--- src/rtl/pipe_hazard_ctrl.sv ---
// Hazard and forwarding controller: destination scoreboard, forwarding selects,
// load-use stall/bubble and branch/jump flush. Optional counters: HAZARD_PERF_CNT_EN.
module pipe_hazard_ctrl #(
  parameter int AW         = 5,
  parameter int DEPTH      = 3,
  parameter int LOAD_STAGE = 3,
  parameter int SW         = 3
) (
  input  logic             clk_i,
  input  logic             rst_i,
  input  logic             start_i,
  input  logic             id_valid_i,
  input  logic [AW-1:0]    id_rs_i,
  input  logic [AW-1:0]    id_rt_i,
  input  logic             id_use_rs_i,
  input  logic             id_use_rt_i,
  input  logic [AW-1:0]    id_rd_i,
  input  logic             id_regwrite_i,
  input  logic             id_memread_i,
  input  logic             id_jump_i,
  input  logic             ex_branch_taken_i,
  output logic             stall_o,
  output logic             bubble_o,
  output logic             flush_o,
  output logic [SW-1:0]    fwd_rs_o,
  output logic [SW-1:0]    fwd_rt_o,
  output logic [DEPTH-1:0] stage_valid_o,
  output logic [31:0]      stall_cnt_o,
  output logic [31:0]      flush_cnt_o
);

  // Index k-1 holds stage k (stage 1 = EX).
  logic [DEPTH-1:0] valid_q, valid_d;
  logic [DEPTH-1:0] rw_q, rw_d;
  logic [DEPTH-1:0] mr_q, mr_d;
  logic [AW-1:0]    rd_q [DEPTH];
  logic [AW-1:0]    rd_d [DEPTH];

  logic [DEPTH-1:0] prod;
  int               rs_k, rt_k;
  logic             rs_mr, rt_mr;
  logic             load_use;

  always_comb begin
    for (int k = 0; k < DEPTH; k++) begin
      prod[k] = valid_q[k] & rw_q[k] & (rd_q[k] != '0);
    end
  end

  // Scan oldest to youngest so the youngest match overwrites.
  always_comb begin
    rs_k  = 0;
    rt_k  = 0;
    rs_mr = 1'b0;
    rt_mr = 1'b0;
    for (int k = DEPTH; k >= 1; k--) begin
      if (prod[k-1] && id_valid_i && id_use_rs_i && (id_rs_i != '0) && (rd_q[k-1] == id_rs_i)) begin
        rs_k  = k;
        rs_mr = mr_q[k-1];
      end
      if (prod[k-1] && id_valid_i && id_use_rt_i && (id_rt_i != '0) && (rd_q[k-1] == id_rt_i)) begin
        rt_k  = k;
        rt_mr = mr_q[k-1];
      end
    end
    load_use = ((rs_k != 0) && rs_mr && (rs_k + 1 < LOAD_STAGE)) ||
               ((rt_k != 0) && rt_mr && (rt_k + 1 < LOAD_STAGE));
  end

  always_comb begin
    stall_o  = 1'b0;
    bubble_o = 1'b0;
    flush_o  = 1'b0;
    fwd_rs_o = '0;
    fwd_rt_o = '0;
    if (rst_i) begin
      stall_o = 1'b0;
    end else if (!start_i) begin
      stall_o = 1'b1;
    end else begin
      fwd_rs_o = (rs_k < DEPTH) ? SW'(rs_k) : '0;
      fwd_rt_o = (rt_k < DEPTH) ? SW'(rt_k) : '0;
      if (ex_branch_taken_i) begin
        flush_o  = 1'b1;
        bubble_o = 1'b1;
      end else if (load_use) begin
        stall_o  = 1'b1;
        bubble_o = 1'b1;
      end else if (id_jump_i) begin
        flush_o = 1'b1;
      end
    end
  end

  assign stage_valid_o = rst_i ? '0 : valid_q;

  always_comb begin
    valid_d = valid_q;
    rw_d    = rw_q;
    mr_d    = mr_q;
    for (int k = 0; k < DEPTH; k++) begin
      rd_d[k] = rd_q[k];
    end
    if (start_i) begin
      for (int k = DEPTH - 1; k >= 1; k--) begin
        valid_d[k] = valid_q[k-1];
        rw_d[k]    = rw_q[k-1];
        mr_d[k]    = mr_q[k-1];
        rd_d[k]    = rd_q[k-1];
      end
      valid_d[0] = id_valid_i & ~bubble_o;
      rw_d[0]    = id_regwrite_i;
      mr_d[0]    = id_memread_i;
      rd_d[0]    = id_rd_i;
    end
  end

  always_ff @(posedge clk_i) begin
    if (rst_i) begin
      valid_q <= '0;
      rw_q    <= '0;
      mr_q    <= '0;
      for (int k = 0; k < DEPTH; k++) begin
        rd_q[k] <= '0;
      end
    end else begin
      valid_q <= valid_d;
      rw_q    <= rw_d;
      mr_q    <= mr_d;
      for (int k = 0; k < DEPTH; k++) begin
        rd_q[k] <= rd_d[k];
      end
    end
  end

`ifdef HAZARD_PERF_CNT_EN
  logic [31:0] stall_cnt_q, stall_cnt_d;
  logic [31:0] flush_cnt_q, flush_cnt_d;

  // Saturating event counters.
  always_comb begin
    stall_cnt_d = stall_cnt_q;
    flush_cnt_d = flush_cnt_q;
    if (stall_o && start_i && (stall_cnt_q != 32'hFFFF_FFFF)) stall_cnt_d = stall_cnt_q + 32'd1;
    if (flush_o && (flush_cnt_q != 32'hFFFF_FFFF))            flush_cnt_d = flush_cnt_q + 32'd1;
  end

  always_ff @(posedge clk_i) begin
    if (rst_i) begin
      stall_cnt_q <= '0;
      flush_cnt_q <= '0;
    end else begin
      stall_cnt_q <= stall_cnt_d;
      flush_cnt_q <= flush_cnt_d;
    end
  end

  assign stall_cnt_o = rst_i ? 32'd0 : stall_cnt_q;
  assign flush_cnt_o = rst_i ? 32'd0 : flush_cnt_q;
`else
  assign stall_cnt_o = 32'd0;
  assign flush_cnt_o = 32'd0;
`endif

endmodule

--- config.mk ---
export PLATFORM = sky130hd
export DESIGN_NAME = pipe_hazard_ctrl
export DESIGN_NICKNAME = d
export VERILOG_FILES = /design/src/rtl/pipe_hazard_ctrl.sv
export SDC_FILE = /design/constraint.sdc
export NUM_CORES = 1
export LEC_CHECK = 0
export ABC_AREA = 1
export CORE_MARGIN = 2
export CORE_UTILIZATION = 39
export DETAILED_ROUTE_END_ITERATION = 12
export GPL_ROUTABILITY_DRIVEN = 1
export PLACE_DENSITY = 0.85
export RECOVER_POWER = 50
export SYNTH_ARGS = -nofsm -noshare
export SYNTH_HDL_FRONTEND = slang
export SYNTH_SLANG_ARGS = --single-unit
--- constraint.sdc ---
create_clock -name clk_i -period 2.8 [get_ports clk_i]
set_input_delay 0.28 -clock clk_i [delete_from_list [all_inputs] [get_ports clk_i]]
set_output_delay 0.28 -clock clk_i [all_outputs]
set_load 0.005 [all_outputs]
# Word level (Yosys, flattened, before mapping)

Memories as Yosys holds them, arrays and structs flattened.
Index checks and enable logic that the tools add are counted.

Register bits after elaboration: 9
Latch bits: 0
Bits in writable memories: 15
Memory bits (read-only): 0
Input bits: 25
Output and inout bits: 76
Word-level logic and storage cells: 98
Memories kept: 1

Memory list:

| memory | words | bits a word | rd ports | clocked after memory_dff | wr ports | RTL line | text |
|---|---|---|---|---|---|---|---|
| rd_q   | 3     | 5           | 3        | 0                        | 3        | 36       | `logic [AW-1:0] rd_q [DEPTH];` |

$add $sub $neg: 2
Multipliers: 0
Div/mod/pow operators: 0
Order comparisons: 4
Equality and inequality tests: 6
Shifts and indexed selects: 0
Mux-type cells: 38
Bitwise gates (word level): 11
Reduce and logical (&&, ||, !) cells: 33

Operators with widths:

| cell                                                                   | number |
|---|---|
| 32-bit by 3-bit < comparator with 1-bit output (second input constant) | 4 |
| 32-bit 2-to-1 mux                                                      | 4 |
| 32-bit by 2-bit adder with 32-bit output (second input constant)       | 2 |
| 32-bit nonzero test                                                    | 2 |
| 5-bit equality test                                                    | 6 |
| 1-bit logical AND                                                      | 25 |
| 5-bit nonzero test                                                     | 5 |
| 1-bit 2-to-1 mux                                                       | 21 |
| 3-bit 2-to-1 mux                                                       | 7 |
| 15-bit 2-to-1 mux                                                      | 1 |
| 5-bit 2-to-1 mux                                                       | 3 |
| 1-bit AND                                                              | 7 |
| 2-bit 2-to-1 mux                                                       | 2 |
| 1-bit OR                                                               | 3 |
| 1-bit logical OR                                                       | 1 |
| 1-bit inverter                                                         | 1 |

# Logic depth before layout (Yosys ltp)

Gate-level depths: netlist of run 1.
An unclocked memory read counts as a cell.

Word-level depth: 20
Depth in mapped cells: 12
Gate-level depth less buffers: 12

# Worst setup path after synthesis of run 1

OpenSTA, ideal clock, no wires.

Path type: register to output
Start: memory rd_q[0][3]
End: output port stall_o
Arrival time: 1.053 ns
Required time: 2.520 ns
Setup slack: 1.467 ns
Stages on the path, launching flop included: 11
Buffers on the path: 0
Path through: dfxtp_1 > inv_1 > nand2_1 > nand2_1 > inv_1 > nand2_1 > nor2_1 > nand3_1 > nand2_1 > nand3_2 > a21oi_1

RTL lines:

| element            | RTL line | text |
|---|---|---|
| start: declaration | 36       |  |
| end: declaration   | 22       | `output logic stall_o,` |

# Worst setup path after layout of run 1

Start: input port start_i
End: output port fwd_rs_o[1]

Cells in the longest elaborated chain, start to end: 2

Ends and longest elaborated chain:

| element            | RTL line | text |
|---|---|---|
| start: declaration | 11       | `input logic start_i,` |
| 3-bit 2-to-1 mux   | 78       | `end else if (!start_i) begin` |
| 3-bit 2-to-1 mux   | 76       | `if (rst_i) begin` |
| end: declaration   | 25       | `output logic [SW-1:0] fwd_rs_o,` |

No other way between the ends.

==> results of run 1 <==
per-layer routing:
metal / GRT usage (%) / part of all wire, % / up-vias
met1: 15.9 / 39 / 589
li1: - / - / 698
met2: 24.1 / 50 / 66
met3: 1.50 / 7.5 / 11
met5: 0 / 0 / -
met4: 7.91 / 3.3 / 0
worst max-delay path, delay by kind of cell:
| kind | cells | cell delay [ps] |
|---|---|---|
| buffers and inverters | 4 | 1140 |
| and+or+nand+nor | 6 | 820 |
where the power goes:
group | switching, mW | internal (mW) | leakage, nW | total, mW
logic | 0.0891 | 0.0681 | 0.768 | 0.157
registers | 0.0156 | 0.243 | 0.133 | 0.259
clock network | 0.0764 | 0.125 | 0.0288 | 0.201
logic make-up (layout without fill, tap and decap cells):
| group | Yosys count | in the layout | synth area share, % |
|---|---|---|---|
| xor+xnor | 8 | 8 | 4.46 |
| other cells | 1 | 66 | 0.239 |
| buf+inv | 102 | 72 | 40.1 |
| compound gates | 29 | 29 | 9.79 |
| flops | 16 | 16 | 20.4 |
| simple gates | 92 | 92 | 25.0 |
stage by stage:
step / utilization [%] / setup WS (ps) / instances
global placement: 43.7 / 387 / 329
CTS: 45.1 / 353 / 333
detailed placement: 43.7 / 367 / 329
global route: 44.8 / 64.3 / 333
finish: 44.8 / 283 / 333
floorplan: - / 1470 / 313
final cells by class:
cell class / instances / area, µm²
Timing Repair Buffer: 36 / 352
Fill cell: 421 / 2180
Sequential cell: 16 / 320
Tap cell: 50 / 62.6
Inverter: 32 / 120
Clock buffer: 4 / 55.1
Multi-Input combinational cell: 195 / 857
cells in the mapped netlist, types with 2 or more instances:
| library cell | instances |
|---|---|
| xor2_1 | 7 |
| buf_4 | 66 |
| clkbuf_1 | 3 |
| o21ai_0 | 13 |
| a21boi_0 | 2 |
| dfxtp_1 | 16 |
| nand3_1 | 11 |
| nor3_1 | 2 |
| nor2_1 | 32 |
| a21oi_1 | 13 |
| nand2_1 | 42 |
| inv_1 | 31 |
flip-flops by register name (all words and copies together), names as in the netlist:
signal   cells
rd_q        10
valid_q      3
rw_q         2
mr_q         1
worst max-delay path by stage:
stage	endpoint	slack [ps]	cells past startpoint
after global placement	stall_o	390	10
after CTS	stall_o	350	10
after detailed placement	stall_o	370	10
final	fwd_rs_o[1]	280	10
after floorplan	stall_o	1470	10
after global routing	bubble_o	60	12
==> impl_metrics.env, run 1 <==
export IMPL_status="finished clean"
export IMPL_grt_pass1_wl_um=4720
export IMPL_crit_start="start_i"
export IMPL_yosysSeqAreaShare_pct=20.4
export IMPL_rsz0062_at_grt="false"
export IMPL_min_to="valid_q[1]$_SDFFE_PP0P_"
export IMPL_crit_path_top_delay_cell="clkdlybuf4s50_1"
export IMPL_firstDrtPassIters=4
export IMPL_rr_startpoint="rd_q[0][3]$_SDFFE_PP0P_"
export IMPL_cts_root_buf="clkbuf_8"
export IMPL_min_period_over_period_pct=89.9
export IMPL_clk_pin_slew_ps=60
export IMPL_num_rows=23
export IMPL_cp_arrival_ps=2240
export IMPL_dieWidth_um=67.5
export IMPL_grt_usage_pct=13.7
export IMPL_yosys_warnings=0
export IMPL_synth_edf_count=0
export IMPL_synth_area_leaders="buf_4 (32%), dfxtp_1 (20%), nand2_1 (10%)"
export IMPL_insertion_delay_ps=250
export IMPL_cellPowerDensity_nw_per_um2=349
export IMPL_syn_instance_count=248
export IMPL_finalSetupViolCount=0
export IMPL_synthFlopType="dfxtp_1"
export IMPL_routed_wl_um=3030
export IMPL_crit_type="in2out"
export IMPL_hold_path_class="reg2reg"
export IMPL_maxCapViolCount=0
export IMPL_dieHeight_um=67.5
export IMPL_synth_top_cell_by_area="buf_4"
export IMPL_io_pins=101
export IMPL_postPlaceCellArea_um2=1720
export IMPL_layout_min_cycle_time_ps=2520
export IMPL_whs_ps=477
export IMPL_max_freq_ghz=0.397
export IMPL_via_per_inst=4.10
export IMPL_p_leak_nw=0.929
export IMPL_tritoncts="done"
export IMPL_worst_r2r_setup_slack_ps=1410
export IMPL_drive_gt1_share_pct=3.18
export IMPL_skew_ps=1.25
export IMPL_vias=1364
export IMPL_grt_pass1_vias=1117
export IMPL_finalHoldViolations=0
export IMPL_post_cts_resize_count=0
export IMPL_synth_area_um2=1570
export IMPL_areaGrowthSynthToFinish_pct=12.4
export IMPL_wire_per_inst_um=9.08
export IMPL_gp_congestion=0.897
export IMPL_cpPeakStageDelay_ps=490
export IMPL_cp_start_kind="input pin"
export IMPL_drtIter0Drc=27
export IMPL_io_buffers=34
export IMPL_final_common_cell="conb_1"
export IMPL_min_path_cells=2
export IMPL_ys_ff_latch=16
export IMPL_critical_path_top_cell_by_count="nor2_1"
export IMPL_syn_avg_cell_area_um2=6.34
export IMPL_post_cts_buffers=0
export IMPL_ir_drop_mv=0.255
export IMPL_cts_hold_buf=0
export IMPL_die_area_um2=4550
export IMPL_antenna_found_initial=0
export IMPL_async_flop_share_pct=0
export IMPL_totalPowerFinal_mw=0.617
export IMPL_required_ps=2520
export IMPL_cp_max_fo=15
export IMPL_cts_buffers=3
export IMPL_reg2reg_depth=11
export IMPL_cp_cell_sequence="clkdlybuf4s50_1 -> inv_2 -> nor2_1 -> nand2_1 -> nor2_1 -> nand3_1 -> nor2_1 -> nand2_1 -> inv_1 -> clkdlybuf4s50_1"
export IMPL_htree_num_levels=1
export IMPL_grt_ovfl_total=0
export IMPL_nets=309
export IMPL_core_um2=3940
export IMPL_critPathCaptureType="output port"
export IMPL_grt_max_degree=17
export IMPL_rr_endpoint="valid_q[0]$_SDFFE_PP0P_"
export IMPL_final_area_um2=1770
export IMPL_initial_core_util_pct=39.9
export IMPL_min_delay_start="valid_q[0]$_SDFFE_PP0P_"
export IMPL_synth_cell_types=22
export IMPL_synth_top_area_share_pct=31.5
export IMPL_dp_hpwl_um=2620
export IMPL_antenna_cells=0
export IMPL_drc=0
export IMPL_cts_sinks=16
export IMPL_clock_path_buffers=2
export IMPL_layout_common_cells="conb_1 (66), nand2_1 (42), nor2_1 (33), clkdlybuf4s50_1 (33), inv_1 (31)"
export IMPL_drv_slew=0
export IMPL_fin_tns_setup_ps=0
export IMPL_drtAntennaViolNets=0
(Power assumes the default switching activity.)
==> run 2, diff against run 1 <==
--- a/config.mk
+++ b/config.mk
@@ -6,12 +6,14 @@
 export NUM_CORES = 1
 export LEC_CHECK = 0
 export ABC_AREA = 1
+export CAP_MARGIN = 15
 export CORE_MARGIN = 2
 export CORE_UTILIZATION = 39
 export DETAILED_ROUTE_END_ITERATION = 12
 export GPL_ROUTABILITY_DRIVEN = 1
-export PLACE_DENSITY = 0.85
+export PLACE_DENSITY = 0.94
 export RECOVER_POWER = 50
+export REMOVE_ABC_BUFFERS = 1
 export SYNTH_ARGS = -nofsm -noshare
 export SYNTH_HDL_FRONTEND = slang
 export SYNTH_SLANG_ARGS = --single-unit
==> run 2 against run 1 <==
Net effect:
- clock-buffer cell count fell by 1
- routed wire length is 3.3% higher
- critical path type unchanged
- sequential cell count unchanged
- non-clock buffer count is 1 lower
- power down 5.1%
- setup slack improved by 20 ps
- design area down 0.57%
- sequential share of layout area up 0.10 points
- highest routed layer unchanged
- clock power fell by 16%
- utilization is 0.25 points lower
- sequential power barely moved
- largest cell class unchanged
- clock skew about the same
==> impl_metrics.env, run 2 (synthesized netlist as in run 1, its figures left out) <==
export IMPL_reg2reg_depth=11
export IMPL_num_rows=23
export IMPL_cts_sinks=16
export IMPL_rsz0062_at_grt="false"
export IMPL_post_cts_resize_count=0
export IMPL_grt_pass1_wl_um=4950
export IMPL_cts_root_buf="clkbuf_8"
export IMPL_cp_start_kind="input pin"
export IMPL_via_per_inst=4.12
export IMPL_drtIter0Drc=26
export IMPL_clk_pin_slew_ps=60
export IMPL_drive_gt1_share_pct=2.85
export IMPL_layout_common_cells="conb_1 (66), nand2_1 (42), clkdlybuf4s50_1 (33)"
export IMPL_min_period_over_period_pct=89.2
export IMPL_required_ps=2520
export IMPL_cts_buffers=3
export IMPL_grt_ovfl_total=0
export IMPL_skew_ps=0.764
export IMPL_crit_type="in2out"
export IMPL_met2RoutedLength_um=1600
export IMPL_finalSetupViolCount=0
export IMPL_cellPowerDensity_nw_per_um2=334
export IMPL_dieWidth_um=67.5
export IMPL_rr_startpoint="rd_q[0][3]$_SDFFE_PP0P_"
export IMPL_min_path_cells=2
export IMPL_p_leak_nw=0.923
export IMPL_ir_drop_mv=0.230
export IMPL_areaGrowthSynthToFinish_pct=11.8
export IMPL_dieHeight_um=67.5
export IMPL_grt_max_degree=17
export IMPL_drv_slew=0
export IMPL_pre_cts_slack_ps=342
export IMPL_critical_path_top_cell_by_count="clkdlybuf4s50_1"
export IMPL_gp_congestion=0.875
export IMPL_cp_max_fo=15
export IMPL_die_area_um2=4550
export IMPL_htree_num_levels=1
export IMPL_dp_hpwl_um=2660
export IMPL_largestRegisters="rd_q: 10 flops, valid_q: 3 flops, rw_q: 2 flops"
export IMPL_status="finished clean"
export IMPL_finalWorstSetupSlack_ps=303
export IMPL_min_to="valid_q[1]$_SDFFE_PP0P_"
export IMPL_hold_path_class="reg2reg"
export IMPL_clock_path_buffers=2
export IMPL_wire_per_inst_um=9.44
export IMPL_io_buffers=34
export IMPL_critPathCaptureType="output port"
export IMPL_nets=308
export IMPL_insertion_delay_ps=250
export IMPL_largest_reg_flops=10
export IMPL_cpPeakStageDelay_ps=520
export IMPL_min_delay_start="valid_q[0]$_SDFFE_PP0P_"
export IMPL_crit_start="start_i"
export IMPL_grt_pass1_vias=1159
export IMPL_initial_core_util_pct=39.9
export IMPL_final_common_cell="conb_1"
export IMPL_max_freq_ghz=0.400
export IMPL_regMostFlops="rd_q"
export IMPL_tritoncts="done"
export IMPL_drtAntennaViolNets=0
export IMPL_antenna_cells=0
export IMPL_fillCellCount=416
export IMPL_cp_cell_sequence="clkdlybuf4s50_1 -> inv_1 -> nor2_4 -> nand3_1 -> nor3_2 -> nand2_1 -> nor3b_2 -> clkdlybuf4s50_1"
export IMPL_maxCapViolCount=0
export IMPL_crit_path_top_delay_cell="clkdlybuf4s50_1"
export IMPL_post_cts_buffers=0
export IMPL_vias=1364
export IMPL_worst_r2r_setup_slack_ps=1450
export IMPL_cts_hold_buf=0
export IMPL_fin_tns_setup_ps=0
export IMPL_io_pins=101
export IMPL_antenna_found_initial=0
export IMPL_topRoutingLayerUsed="met4"
export IMPL_routed_wl_um=3120
export IMPL_firstDrtPassIters=4
export IMPL_drt_met1_wl_um=1280
export IMPL_layout_min_cycle_time_ps=2500
export IMPL_grt_usage_pct=14.5
export IMPL_core_um2=3940
export IMPL_rr_endpoint="valid_q[0]$_SDFFE_PP0P_"
export IMPL_finalHoldViolations=0
export IMPL_cp_arrival_ps=2220
export IMPL_dr_wl_met3_um=157
export IMPL_drc=0
==> run 2: cell types whose count changed in the layout (fill, tap and decap cells not counted), sizes merged <==
cell    delta
clkbuf     -2
==> run 2: layout make-up <==
type / count / area, µm² / share of cell area [%]
multi-input cells: 195 / 865 / 49.2
clock buffers: 3 / 41.3 / 2.35
well taps: 50 / 62.6 / 3.56
inverters: 32 / 120 / 6.84
repair buffers: 35 / 348 / 19.8
flip-flops and latches: 16 / 320 / 18.2
==> run 2: worst max-delay path: cells and delay by family <==
| kind | cells | cell delay, ps |
|---|---|---|
| buffers and inverters | 3 | 1200 |
| and+or+nand+nor | 5 | 730 |
==> run 2: worst max-delay path by stage <==
stage	end	cells after the start
floorplan	stall_o	10
global route	fwd_rt_o[1]	8
finish	fwd_rt_o[1]	8
CTS	stall_o	10
global placement	bubble_o	12
detailed placement	stall_o	10
==> run 2: routing by layer <==
metal	GRT usage (%)	up-vias
met2	24.8	51
met5	0	-
met1	17.3	606
met4	8.42	0
met3	1.67	10
li1	-	697
==> run 2: where the power goes <==
| group | internal, mW | leakage [nW] | switching [mW] |
|---|---|---|---|
| combinational | 0.0682 | 0.769 | 0.0903 |
| clock | 0.0955 | 0.0216 | 0.0739 |
| sequential | 0.243 | 0.133 | 0.0146 |
| total | 0.407 | 0.923 | 0.179 |
==> run 2: per-stage QoR <==
step | cell area, µm² | hold slack [ps] | instances | util, % | total power [mW]
2_1_floorplan | 1310 | 370 | 243 | - | 0.348
3_3_place_gp | 1720 | 465 | 328 | 43.5 | 0.415
3_5_place_dp | 1720 | 483 | 328 | 43.5 | 0.419
4_1_cts | 1760 | 492 | 331 | 44.6 | 0.589
5_1_grt | 1760 | 516 | 331 | 44.6 | 0.629
6_report | 1760 | 487 | 331 | 44.6 | 0.586
==> run 3, diff against run 2 <==
==> config.mk (replaced) <==
export PLATFORM = sky130hd
export DESIGN_NAME = pipe_hazard_ctrl
export DESIGN_NICKNAME = d
export VERILOG_FILES = /design/src/rtl/pipe_hazard_ctrl.sv
export SDC_FILE = /design/constraint.sdc
export NUM_CORES = 1
export LEC_CHECK = 0
export CAP_MARGIN = 15
export CORE_MARGIN = 2
export CORE_UTILIZATION = 38
export DETAILED_ROUTE_END_ITERATION = 12
export GPL_ROUTABILITY_DRIVEN = 1
export PLACE_DENSITY = 0.95
export RECOVER_POWER = 50
export SYNTH_ARGS = -nofsm -noshare
export SYNTH_HDL_FRONTEND = slang
export SYNTH_SLANG_ARGS = --single-unit
==> run 3 against run 2 <==
Net effect:
- combinational power is 8% lower
- sequential cell count unchanged
- global-route usage fell by 2.4 points
- sequential power fell by 2%
- synthesized area is 6.0% lower
- routed wire length is 7.8% lower
- hold slack gained 21 ps
- non-clock buffer count increased by 9
- die area decreased by 3.3%
- clock power grew 17%
- critical path type is now reg2out
- largest power group unchanged
==> impl_metrics.env, run 3 <==
export IMPL_status="finished clean"
export IMPL_drv_slew=0
export IMPL_wire_per_inst_um=10.8
export IMPL_critPathCaptureType="output port"
export IMPL_via_per_inst=4.16
export IMPL_syn_instance_count=179
export IMPL_layout_min_cycle_time_ps=2700
export IMPL_largestRegisters="rd_q: 10 flops, valid_q: 3 flops, rw_q: 2 flops"
export IMPL_min_to="rw_q[1]$_SDFFE_PP0P_"
export IMPL_io_buffers=34
export IMPL_largest_reg_flops=10
export IMPL_dp_hpwl_um=2390
export IMPL_yosysSeqAreaShare_pct=21.7
export IMPL_grt_pass1_vias=979
export IMPL_synth_compound_area_share_pct=6.60
export IMPL_hold_path_class="reg2reg"
export IMPL_dieWidth_um=66.4
export IMPL_gp_congestion=0.802
export IMPL_cp_arrival_ps=2420
export IMPL_min_path_cells=2
export IMPL_max_freq_ghz=0.371
export IMPL_syn_avg_cell_area_um2=8.26
export IMPL_initial_core_util_pct=40.1
export IMPL_met2RoutedLength_um=1460
export IMPL_vias=1115
export IMPL_areaGrowthSynthToFinish_pct=19.5
export IMPL_reg2reg_depth=6
export IMPL_fin_util_pct=47.9
export IMPL_crit_type="reg2out"
export IMPL_yosysMostFrequentCell="buf_4"
export IMPL_post_cts_buffers=0
export IMPL_async_flop_share_pct=0
export IMPL_io_pins=101
export IMPL_yosys_area_share_xor_xnor_pct=11.9
export IMPL_maxCapViolCount=0
export IMPL_cts_buffers=3
export IMPL_die_area_um2=4400
export IMPL_clock_path_buffers=2
export IMPL_finalSetupViolCount=0
export IMPL_rr_endpoint="valid_q[0]$_SDFFE_PP0P_"
export IMPL_synth_top_cell_by_area="buf_4"
export IMPL_required_ps=2520
export IMPL_final_common_cell="conb_1"
export IMPL_insertion_delay_ps=240
export IMPL_worst_r2r_setup_slack_ps=780
export IMPL_routed_wl_um=2880
export IMPL_drive_gt1_share_pct=9.09
export IMPL_cellPowerDensity_nw_per_um2=338
export IMPL_synth_area_leaders="buf_4 (34%), dfxtp_1 (22%), mux2i_1 (10%)"
export IMPL_finalHoldViolations=0
export IMPL_synth_fa_ha_area_share_pct=0
export IMPL_p_leak_nw=0.842
export IMPL_drtIter0Drc=31
export IMPL_drt_met1_wl_um=1180
export IMPL_synth_top_area_share_pct=33.5
export IMPL_synthFlopType="dfxtp_1"
export IMPL_htree_num_levels=1
export IMPL_regMostFlops="rd_q"
export IMPL_skew_ps=0.443
export IMPL_maxSlewHeadroom_pct=24.3
export IMPL_synth_top_family_by_area="buffers and inverters"
export IMPL_synthTopCellsByCount="buf_4 (66), dfxtp_1 (16), nor2_1 (16)"
export IMPL_cts_sinks=16
export IMPL_dr_wl_met3_um=223
export IMPL_drtAntennaViolNets=0
export IMPL_antenna_found_initial=0
export IMPL_min_delay_start="rw_q[1]$_SDFFE_PP0P_"
export IMPL_cts_hold_buf=0
export IMPL_nets=246
export IMPL_ir_drop_mv=0.276
export IMPL_dieHeight_um=66.4
export IMPL_synth_edf_count=0
export IMPL_tightest_slew_ps=1140
export IMPL_grt_pass1_wl_um=4190
export IMPL_core_um2=3690
export IMPL_min_period_over_period_pct=96.3
export IMPL_fin_tns_setup_ps=0
export IMPL_clk_pin_slew_ps=60
export IMPL_firstDrtPassIters=5
export IMPL_yosys_warnings=0
export IMPL_grt_usage_pct=12.1
export IMPL_synth_area_um2=1480
export IMPL_muxShareOfSynthArea_pct=10.2
export IMPL_drc=0
export IMPL_synth_simple_gate_area_share_pct=13.9
export IMPL_rr_startpoint="rd_q[0][1]$_SDFFE_PP0P_"
export IMPL_topRoutingLayerUsed="met4"
export IMPL_cts_root_buf="clkbuf_8"
export IMPL_num_rows=22
export IMPL_grt_max_degree=20
export IMPL_fillCellCount=370
export IMPL_tritoncts="done"
export IMPL_cp_start_kind="register"
export IMPL_ys_ff_latch=16
export IMPL_grt_ovfl_total=0
export IMPL_antenna_cells=0
export IMPL_layout_common_cells="conb_1 (66), clkdlybuf4s50_1 (30), nor2_1 (16), dfxtp_1 (16), mux2i_1 (15)"
export IMPL_synth_cell_types=30
export IMPL_cp_max_fo=5
-- run 3: worst max path at each step --
stage | from | end | slack [ps] | cells after the start
finish | rd_q[0][1]$_SDFFE_PP0P_ | bubble_o | 100 | 6
global route | id_rt_i[4] | bubble_o | -2 | 8
CTS | id_rt_i[4] | stall_o | 3 | 8
global placement | id_rs_i[4] | stall_o | 50 | 7
floorplan | rd_q[0][1]$_SDFFE_PP0P_ | bubble_o | 950 | 5
detailed placement | id_rs_i[4] | stall_o | 7 | 7
-- run 3: power breakdown --
| part | switching, mW | internal [mW] |
|---|---|---|
| sequential | 0.0157 | 0.238 |
| combinational | 0.0711 | 0.0749 |
| clock | 0.0729 | 0.124 |
| total | 0.160 | 0.437 |
-- run 3: kinds of logic after synthesis --
kind of cell    count (synthesis)
buf+inv                        74
simple gates                   41
xor+xnor                       20
flops                          16
mux                            15
compound gates                 12
other cells                     1
-- run 3: final cells by class --
class	instances	area, µm²	share of cell area [%]
clock buffer	4	55.1	3.12
inverter	2	7.51	0.425
sequential	16	320	18.1
tap	48	60.1	3.40
multi-input combinational	154	903	51.2
timing repair buffer	44	419	23.7
-- run 3: layer usage --
| layer | global-route usage, % | vias up |
|---|---|---|
| li1 | - | 545 |
| met1 | 15.1 | 502 |
| met2 | 20.6 | 64 |
| met3 | 1.87 | 4 |
| met4 | 4.59 | 0 |
| met5 | 0 | - |
-- run 3: stage by stage --
stage               hold slack, ps  instances  setup slack, ps  instance area [µm²]  power (mW)
global route                   554        268            -1.69                 1770       0.632
global placement               469        264             45.1                 1680       0.394
finish                         508        268              102                 1770       0.597
floorplan                      398        244              948                 1720       0.399
CTS                            510        268             3.35                 1740       0.599
detailed placement             494        264             6.68                 1680       0.399
-- run 3: repair_timing --
item | CTS | global route
endpoints found under the hold margin | 0 | 0
setup endpoints to repair | 1 | 6
resized for setup | 1 | 6
pin swaps | 0 | 2
-- run 3: worst max-delay path, cell delays in order (launching register included) --
cell and delay (ps):
dfxtp_1 370, or4_1 590, o2111ai_4 270, nor4_2 120
o21a_1 210, o21a_1 170, clkdlybuf4s50_1 430
